[src/rtl/cnn_pkg.sv]
// Shared constants and helpers for the CNN feature-map pipeline stages.
package cnn_pkg;

    localparam int DATA_WIDTH = 16;

    // Wide enough that any supported pixel width sign-extends into it losslessly.
    localparam int SMAX_WIDTH = 64;

    typedef struct packed {
        int unsigned width;
        int unsigned height;
    } fmap_dims_t;

    localparam fmap_dims_t CONV1_OUT = '{width: 28, height: 28};
    localparam fmap_dims_t POOL1_OUT = '{width: 14, height: 14};
    localparam fmap_dims_t CONV2_OUT = '{width: 10, height: 10};
    localparam fmap_dims_t POOL2_OUT = '{width: 5, height: 5};

    function automatic int cnt_width(input int unsigned count);
        return (count > 1) ? $clog2(count) : 1;
    endfunction

    function automatic logic signed [SMAX_WIDTH-1:0] smax(
        input logic signed [SMAX_WIDTH-1:0] a,
        input logic signed [SMAX_WIDTH-1:0] b
    );
        return (a >= b) ? a : b;
    endfunction

endpackage

[src/rtl/pool_line_buf.sv]
// Line buffer for horizontal pair maxima of even rows: synchronous write,
// asynchronous read, one shared address.
module pool_line_buf #(
    parameter int data_width = 16,
    parameter int depth      = 14,
    parameter int addr_width = 4
) (
    input  logic                  clk,
    input  logic                  i_wr_en,
    input  logic [addr_width-1:0] i_addr,
    input  logic [data_width-1:0] i_wr_data,
    output logic [data_width-1:0] o_rd_data
);

    logic [data_width-1:0] r_mem [depth];

    // No reset: contents are always rewritten by an even row before being read.
    always_ff @(posedge clk) begin
        if (i_wr_en) begin
            r_mem[i_addr] <= i_wr_data;
        end
    end

    assign o_rd_data = r_mem[i_addr];

endmodule

[src/rtl/maxpool_2x2.sv]
// Streaming 2x2 stride-2 signed max-pool over a raster-order single-channel frame.
module maxpool_2x2
    import cnn_pkg::*;
#(
    parameter int data_width = DATA_WIDTH,
    parameter int img_width  = 28,
    parameter int img_height = 28
) (
    input  logic                  clk,
    input  logic                  rst,
    input  logic                  in_valid,
    input  logic [data_width-1:0] d_in,
    output logic [data_width-1:0] d_out,
    output logic                  out_valid,
    output logic                  frame_done
);

    localparam int  POOL_W   = img_width / 2;
    localparam int  COL_W    = (img_width > 2) ? $clog2(img_width) : 2;
    localparam int  ROW_W    = cnt_width(img_height);
    localparam int  ADDR_W   = (POOL_W > 1) ? $clog2(POOL_W) : 1;
    localparam bit  ODD_W    = (img_width % 2) != 0;
    // With an odd height the frame ends on a truncated row, so the pulse
    // follows the very last pixel instead of the last window.
    localparam int  DONE_COL = (img_height % 2 != 0) ? img_width - 1 : 2 * POOL_W - 1;

    logic [COL_W-1:0]             r_col;
    logic [ROW_W-1:0]             r_row;
    logic signed [data_width-1:0] r_pair;

    logic                         w_colLast;
    logic                         w_rowLast;
    logic                         w_pairLoad;
    logic                         w_pairStep;
    logic                         w_bufWrite;
    logic                         w_windowDone;
    logic                         w_frameDone;
    logic [ADDR_W-1:0]            w_addr;
    logic [data_width-1:0]        w_lineRd;
    logic signed [SMAX_WIDTH-1:0] w_pairExt;
    logic signed [SMAX_WIDTH-1:0] w_inExt;
    logic signed [SMAX_WIDTH-1:0] w_pairMaxExt;
    logic signed [SMAX_WIDTH-1:0] w_lineExt;
    logic                         w_pairKeep;
    logic                         w_lineKeep;
    logic signed [data_width-1:0] w_pairMax;
    logic signed [data_width-1:0] w_poolMax;

    assign w_colLast    = (r_col == COL_W'(img_width - 1));
    assign w_rowLast    = (r_row == ROW_W'(img_height - 1));
    assign w_pairLoad   = in_valid & ~r_col[0] & ~(ODD_W & w_colLast);
    assign w_pairStep   = in_valid & r_col[0];
    assign w_bufWrite   = w_pairStep & ~r_row[0];
    assign w_windowDone = w_pairStep & r_row[0];
    assign w_frameDone  = in_valid & w_rowLast & (r_col == COL_W'(DONE_COL));
    assign w_addr       = ADDR_W'(r_col >> 1);

    assign w_pairExt    = SMAX_WIDTH'(r_pair);
    assign w_inExt      = SMAX_WIDTH'($signed(d_in));
    assign w_pairKeep   = (smax(w_pairExt, w_inExt) == w_pairExt);
    assign w_pairMax    = w_pairKeep ? r_pair : $signed(d_in);

    assign w_pairMaxExt = SMAX_WIDTH'(w_pairMax);
    assign w_lineExt    = SMAX_WIDTH'($signed(w_lineRd));
    assign w_lineKeep   = (smax(w_lineExt, w_pairMaxExt) == w_lineExt);
    assign w_poolMax    = w_lineKeep ? $signed(w_lineRd) : w_pairMax;

    pool_line_buf #(
        .data_width (data_width),
        .depth      (POOL_W),
        .addr_width (ADDR_W)
    ) u_lineBuf (
        .clk       (clk),
        .i_wr_en   (w_bufWrite),
        .i_addr    (w_addr),
        .i_wr_data (w_pairMax),
        .o_rd_data (w_lineRd)
    );

    always_ff @(posedge clk) begin
        if (rst) begin
            r_col <= '0;
            r_row <= '0;
        end else if (in_valid) begin
            if (w_colLast) begin
                r_col <= '0;
                r_row <= w_rowLast ? '0 : r_row + 1'b1;
            end else begin
                r_col <= r_col + 1'b1;
            end
        end
    end

    always_ff @(posedge clk) begin
        if (rst) begin
            r_pair <= '0;
        end else if (w_pairLoad) begin
            r_pair <= $signed(d_in);
        end
    end

    // d_out keeps the last pooled value between windows.
    always_ff @(posedge clk) begin
        if (rst) begin
            d_out      <= '0;
            out_valid  <= 1'b0;
            frame_done <= 1'b0;
        end else begin
            out_valid  <= w_windowDone;
            frame_done <= w_frameDone;
            if (w_windowDone) begin
                d_out <= w_poolMax;
            end
        end
    end

endmodule
[config.mk]
export PLATFORM = sky130hd
export DESIGN_NAME = maxpool_2x2
export DESIGN_NICKNAME = d
export VERILOG_FILES = /design/src/rtl/cnn_pkg.sv /design/src/rtl/pool_line_buf.sv /design/src/rtl/maxpool_2x2.sv
export SDC_FILE = /design/constraint.sdc
export NUM_CORES = 1
export LEC_CHECK = 0
export CAP_MARGIN = 10
export CORE_UTILIZATION = 50
export CTS_CLUSTER_SIZE = 12
export DETAILED_ROUTE_END_ITERATION = 6
export PLACE_DENSITY = 0.67
export SYNTH_ARGS = -nofsm -noshare
export SYNTH_HDL_FRONTEND = slang
export SYNTH_SLANG_ARGS = --single-unit
[constraint.sdc]
create_clock -name clk -period 11 [get_ports clk]
set_input_delay 2.2 -clock clk [delete_from_list [all_inputs] [get_ports clk]]
set_output_delay 2.2 -clock clk [all_outputs]
set_load 0.03 [all_outputs]
==> results.py, run 1 <==
metrics = {
    "status": {
        "outcome": "completed",
    },
    "global_route": {
        "track_usage_pct": 22.5,
        "grt_remaining_overflow": 0,
        "antenna_found_initial": 0,
        "grt_pass1_wl_um": 42700,
        "grt_max_degree": 51,
        "grt_pass1_vias": 7045,
    },
    "yosys": {
        "synth.avg_cell_area_um2": 14.4,
        "synth_edf_count": 224,
        "ys_warn_count": 0,
        "ys_seq_area_share_pct": 62.6,
        "yosysMostFrequentCell": "edfxtp_1",
        "yosys.cell_types.count": 63,
        "synthTopCellsByArea": "edfxtp_1 (55%), dfxtp_1 (7.8%), mux4_2 (7.7%)",
        "ys_seq_elements": 272,
        "synth_cells": 854,
        "syn_nets": 905,
        "post-synth-top-area-cell": "edfxtp_1",
        "synth_ff_type": "edfxtp_1",
        "yosys.area.top_type_share_pct": 54.8,
        "netlist_area_mm2": 0.0123,
        "async_flop_share_pct": 0,
        "ys_top_cells_by_count": "edfxtp_1 (224), nand2_1 (71), nor2_1 (59)",
    },
    "setup_path": {
        "r2r-start": "r_pair[15]",
        "rrSetupSlack_ns": 4.78,
        "worst-endpoint-required_ns": 11.42,
        "cp.arrival_ns": 8.55,
        "cp-end-kind": "flop",
        "path_class": "in2reg",
        "ff2ff_path_depth": 20,
        "path_max_fanout": 19,
        "worstReg2RegEnd": "d_out[14]",
        "worst_setup_path_start_kind": "input port",
    },
    "place": {
        "numPortBuffers": 36,
        "dp_hpwl_um": 17400,
        "globalplace.congestion": 0.961,
    },
    "power": {
        "pwr-share-comb_pct": 11.5,
        "p_sw_mw": 0.551,
        "p_leak_nw": 4.83,
        "internal_power_mw": 1.74,
        "p_clk_share_pct": 37.8,
        "power.density_mw_per_mm2": 165,
        "switching_share_pct": 24.1,
        "peakVddDrop_mv": 0.129,
        "pwr-share-seq_pct": 50.7,
    },
    "clock_network": {
        "cts.clk_slew.worst_paths_ns": 0.06,
        "clock_path_buffers": 3,
        "clk_latency_ns": 0.54,
        "postCtsSetupRepairBufs": 0,
        "ctsResizeCount": 0,
        "clock-root-buffer": "clkbuf_16",
        "cts.sinks": 272,
        "htreeDepth": 1,
        "cts_tree": "done",
        "hold_buffers": 0,
        "cts_made_buffers": 29,
    },
    "route": {
        "drcViolationCount": 0,
        "drt-wirelength-per-cell_um": 22.5,
        "final_antenna_net_count": 0,
        "top_layer_used": "met4",
        "route.met2.wl_um": 13000,
        "viasPerCell": 5.81,
        "route.vias.total": 7200,
        "first_pass_iters": 5,
        "wl_met3_um": 1460,
        "drt-met1-wl_um": 12700,
        "wl_um": 27900,
        "drtIter0Drc": 636,
    },
    "sta": {
        "tightest_slew_ns": 1.17,
        "fin_setup_tns_ns": 0,
        "rsz0062_at_grt": "false",
        "hold_violations": 0,
        "post-route-period-util_pct": 73.9,
        "min_period_ns": 8.13,
        "setup_viol": 0,
        "fmax_ghz": 0.123,
        "clock_skew_ns": 0.0189,
        "slew-limit-headroom_pct": 21.7,
        "maxSlewViolCount": 0,
    },
    "die": {
        "die-area_mm2": 0.0252,
        "start_util_pct": 51.7,
        "die_width_um": 159,
        "die_h_um": 159,
        "io_pins": 37,
        "rows": 56,
        "core_area_mm2": 0.0238,
    },
    "min_path": {
        "holdPathStages": 2,
        "worstHoldStart": "d_out[10]",
        "hold_path.class": "reg2reg",
        "whs_endpoint": "d_out[10]",
    },
    "cells_and_area": {
        "num_antenna_cells": 0,
        "syn_to_final_growth_pct": 12.8,
        "drive_gt1_share_pct": 15.3,
        "layout.nets": 954,
        "fin_util_pct": 58.3,
    },
    "run": {
        "drv_cap": 0,
    },
}
power by group through the flow:
stage | combinational, mW | clock [mW] | sequential [mW]
global placement | 0.259 | 0 | 1.18
CTS | 0.263 | 0.879 | 1.16
finish | 0.263 | 0.865 | 1.16
floorplan | 0.202 | 0 | 1.18
global route | 0.290 | 0.919 | 1.16
detailed placement | 0.261 | 0 | 1.18
registers in the layout, indices dropped and copies added, names as in the netlist, named ones only:
| name | flops |
|---|---|
| r_pair | 16 |
| r_col | 5 |
| u_lineBuf.r_mem | 224 |
| d_out | 16 |
| r_row | 5 |
| out_valid | 1 |
| frame_done | 1 |
worst max-delay path: stages:
cell and delay, ns:
clkdlybuf4s50_1 0.56, inv_1 0.08, ha_1 0.46, and4_4 0.29
nand2_1 0.08, o22a_1 0.27, a31oi_1 0.47, nor2_4 0.21
o21ai_1 0.94, inv_2 0.09, ha_1 0.35, nand4_1 0.10
nor2_1 0.07, o21a_1 0.17, o31ai_1 0.08, nor2_1 0.11
a221oi_1 0.26, nand3_1 0.12, mux2_1 0.41, a211oi_4 0.81
mux2i_1 0.18, a22o_1 0.23
worst max-delay path by stage:
stage | startpoint | to | slack [ns] | cells after the start
final | d_in[15] | d_out[14] | 2.87 | 22
after floorplan | d_in[15] | d_out[13] | 3.95 | 25
after CTS | d_in[15] | d_out[0] | 2.98 | 22
after detailed placement | d_in[15] | d_out[0] | 2.47 | 22
after global placement | d_in[15] | d_out[14] | 2.56 | 22
after global routing | d_in[15] | d_out[4] | 2.54 | 22
metal layers:
metal | track usage (%) | vias up
li1 | - | 3325
met1 | 33.2 | 3612
met2 | 35.2 | 214
met3 | 2.61 | 49
met4 | 5.96 | 0
met5 | 0 | -
cell type report:
type | instances | area, µm²
fillers | 1871 | 9900
flip-flops and latches | 272 | 7690
multi-input cells | 493 | 4230
clock buffers | 39 | 773
repair buffers | 57 | 518
well taps | 319 | 399
inverters | 50 | 188
clock inverters | 10 | 51.3
placed cells by master, fill, tap and decap left out, types with 5 or more instances in the layout:
cell             synthesis  routed
o21ai_1                 17      17
clkdlybuf4s50_1          0      36
inv_2                    5       5
a21o_1                  13      13
mux4_2                  42      42
ha_1                    32      32
clkbuf_1                19       9
and4_1                   5       5
buf_4                    2      21
nor3_1                   9       5
xor2_1                  20      20
a22o_1                   5       5
nor2_1                  59      49
dfxtp_1                 48      45
nand3_1                  5       5
clkbuf_16                0      29
nand4_1                 10      10
xnor2_1                 18      18
o21ai_0                  8       8
nand2_1                 71      71
nor4_1                  10      10
inv_1                   45      45
nor3_2                   1       5
mux4_1                   6       6
a21oi_1                 52      52
mux2i_1                 51      51
nor2_2                   0      10
edfxtp_1               224     224
logic make-up (layout without fill, tap and decap cells):
group,after synthesis,count (layout),synth area share (%)
multiplexers,107,107,14.0
AND/OR/NAND/NOR,193,193,7.64
adder cells (fa/ha/maj),32,32,3.26
XOR/XNOR,38,38,2.71
buffers and inverters,89,156,3.37
AO/OA/AOI/OAI,123,123,6.41
flip-flops,272,272,62.6
through the flow:
| step | setup WS, ns | total power [mW] | hold WS [ns] | instance area (µm²) | instances |
|---|---|---|---|---|---|
| after floorplan | 3.95 | 1.38 | 0.473 | 12300 | 854 |
| after global placement | 2.56 | 1.44 | 0.463 | 13000 | 1191 |
| after detailed placement | 2.47 | 1.45 | 0.467 | 13000 | 1191 |
| after CTS | 2.98 | 2.30 | 0.475 | 13900 | 1240 |
| after global routing | 2.54 | 2.37 | 0.496 | 13900 | 1240 |
| final | 2.87 | 2.29 | 0.479 | 13900 | 1240 |
(Power assumes the default switching activity.)
==> run 2, diff against run 1 <==
- PLACE_DENSITY: 0.67 -> 0.7
- clock period: 11 -> 7.17 ns (I/O delays scaled with it)
==> run 2 against run 1 <==
Compared with the run above: register-to-register slack got worse by 3.0 ns; sequential power is 54% higher; clock power grew 54%; critical path type unchanged; largest cell class unchanged; largest power group unchanged; highest routed layer unchanged.
==> results.py, run 2 (synthesized netlist as in run 1, its figures left out) <==
metrics = {
    "sta": {
        "hold_violations": 0,
        "maxSlewViolCount": 0,
        "clock_skew_ns": 0.0178,
        "fin_ws_ns": 0.744,
        "rsz0062_at_grt": "false",
        "tightest_slew_ns": 1.21,
        "fmax_ghz": 0.156,
        "fin_setup_tns_ns": 0,
        "setup_viol": 0,
        "min_period_ns": 6.43,
        "slew-limit-headroom_pct": 19.1,
        "post-route-period-util_pct": 89.6,
    },
    "place": {
        "post-place-ws_ns": 0.254,
        "globalplace.congestion": 0.909,
        "numPortBuffers": 36,
        "dp_hpwl_um": 18300,
        "placedInstanceArea_mm2": 0.0131,
        "placedCellCount": 1206,
    },
    "cells_and_area": {
        "drive_gt1_share_pct": 16.6,
        "top_regs": "u_lineBuf.r_mem x224, d_out x16, r_pair x16",
        "final_cell_area_mm2": 0.0140,
        "num_antenna_cells": 0,
        "syn_to_final_growth_pct": 13.9,
        "fin_util_pct": 58.9,
        "mostFrequentLayoutCells": "edfxtp_1 (224), nand2_1 (71), a21oi_1 (52)",
        "top_register": "u_lineBuf.r_mem",
        "layout.nets": 968,
        "largest_reg_flops": 224,
        "multiInputGateArea_mm2": 0.00423,
        "final_common_cell": "edfxtp_1",
        "register_area_mm2": 0.00769,
        "fin_cells": 1258,
        "fillers": 1857,
    },
    "global_route": {
        "track_usage_pct": 22.0,
        "antenna_found_initial": 0,
        "grt_pass1_vias": 7030,
        "grt_pass1_wl_um": 42100,
        "grt_remaining_overflow": 0,
        "grt_max_degree": 41,
    },
    "status": {
        "outcome": "completed",
    },
    "route": {
        "drcViolationCount": 0,
        "final_antenna_net_count": 0,
        "route.vias.total": 7246,
        "drt-wirelength-per-cell_um": 21.8,
        "first_pass_iters": 5,
        "viasPerCell": 5.76,
        "wl_um": 27400,
        "drtIter0Drc": 486,
    },
    "clock_network": {
        "clock_path_buffers": 3,
        "ctsResizeCount": 0,
        "hold_buffers": 0,
        "postCtsSetupRepairBufs": 0,
        "cts.clk_slew.worst_paths_ns": 0.06,
        "cts.sinks": 272,
        "cts_made_buffers": 28,
        "clock-root-buffer": "clkbuf_16",
        "htreeDepth": 1,
        "clk_latency_ns": 0.54,
        "cts_tree": "done",
    },
    "power": {
        "peakVddDrop_mv": 0.191,
        "p_leak_nw": 4.91,
        "power.density_mw_per_mm2": 253,
    },
    "die": {
        "die-area_mm2": 0.0252,
        "start_util_pct": 51.7,
        "die_h_um": 159,
        "core_area_mm2": 0.0238,
        "die_width_um": 159,
        "rows": 56,
        "io_pins": 37,
    },
    "min_path": {
        "holdPathStages": 2,
        "hold_path.class": "reg2reg",
    },
    "run": {
        "drv_cap": 0,
    },
    "setup_path": {
        "path_class": "in2reg",
        "cp-end-kind": "flop",
        "worst-endpoint-required_ns": 7.57,
        "cp.arrival_ns": 6.83,
        "ff2ff_path_depth": 20,
        "worst_setup_path_start_kind": "input port",
        "rrSetupSlack_ns": 1.82,
        "path_max_fanout": 19,
    },
}
[run 2: changes by cell type in the layout (fill, tap and decap cells not counted)]
cell       delta
buf_4        +15
clkbuf_1      +7
clkbuf_16     -1
clkbuf_8      +2
clkinv_1      -4
clkinv_2      -2
clkinv_4      +1
clkinv_8      +1
inv_6         -1
[run 2: final cells by class]
| cell class | instances | share of cell area, % |
|---|---|---|
| clock buffer | 47 | 5.74 |
| sequential | 272 | 55.0 |
| tap | 319 | 2.85 |
| multi-input combinational | 493 | 30.2 |
| timing repair buffer | 72 | 4.51 |
| inverter | 50 | 1.34 |
| clock inverter | 5 | 0.304 |
[run 2: critical path: stages]
cell and delay, ns:
clkdlybuf4s50_1 0.57, inv_1 0.07, ha_1 0.32, a41o_1 0.22, a21oi_1 0.24, o22a_1 0.29
a31oi_1 0.22, nor2_4 0.42, mux2i_1 0.31, ha_1 0.29, a21o_1 0.19, a21o_1 0.17
a21o_1 0.20, o31ai_1 0.26, nor2_1 0.10, a221oi_1 0.26, nand3_1 0.12, mux2_1 0.41
a211oi_4 0.20, buf_4 0.23, mux2i_1 0.21, o21ai_1 0.08
[run 2: worst paths after layout]
check	end	start
max reg2reg	d_out[10]	r_pair[1]
min	d_out[3]	d_out[3]
min reg2reg	d_out[3]	d_out[3]
max	d_out[10]	d_in[6]
[run 2: report_power, final]
part	internal (mW)	switching (mW)	leakage [nW]	total, mW
Combinational	0.172	0.245	2.07	0.417
Clock	0.760	0.570	0.404	1.33
Sequential	1.76	0.0255	2.44	1.79
[run 2: stage by stage]
step	hold slack [ns]	power, mW
3_5_place_dp	0.471	2.23
2_1_floorplan	0.473	2.11
3_3_place_gp	0.473	2.23
5_1_grt	0.506	3.67
4_1_cts	0.478	3.56
6_report	0.473	3.53
[run 2: per-layer routing]
layer	wire length, µm	vias to the layer above	part of all wire (%)	global-route usage (%)
met5	0	-	0	0
li1	-	3365	-	-
met1	12600	3631	46	32.8
met3	1600	36	5.8	3.06
met2	12700	214	46	34.3
met4	463	0	1.7	4.81
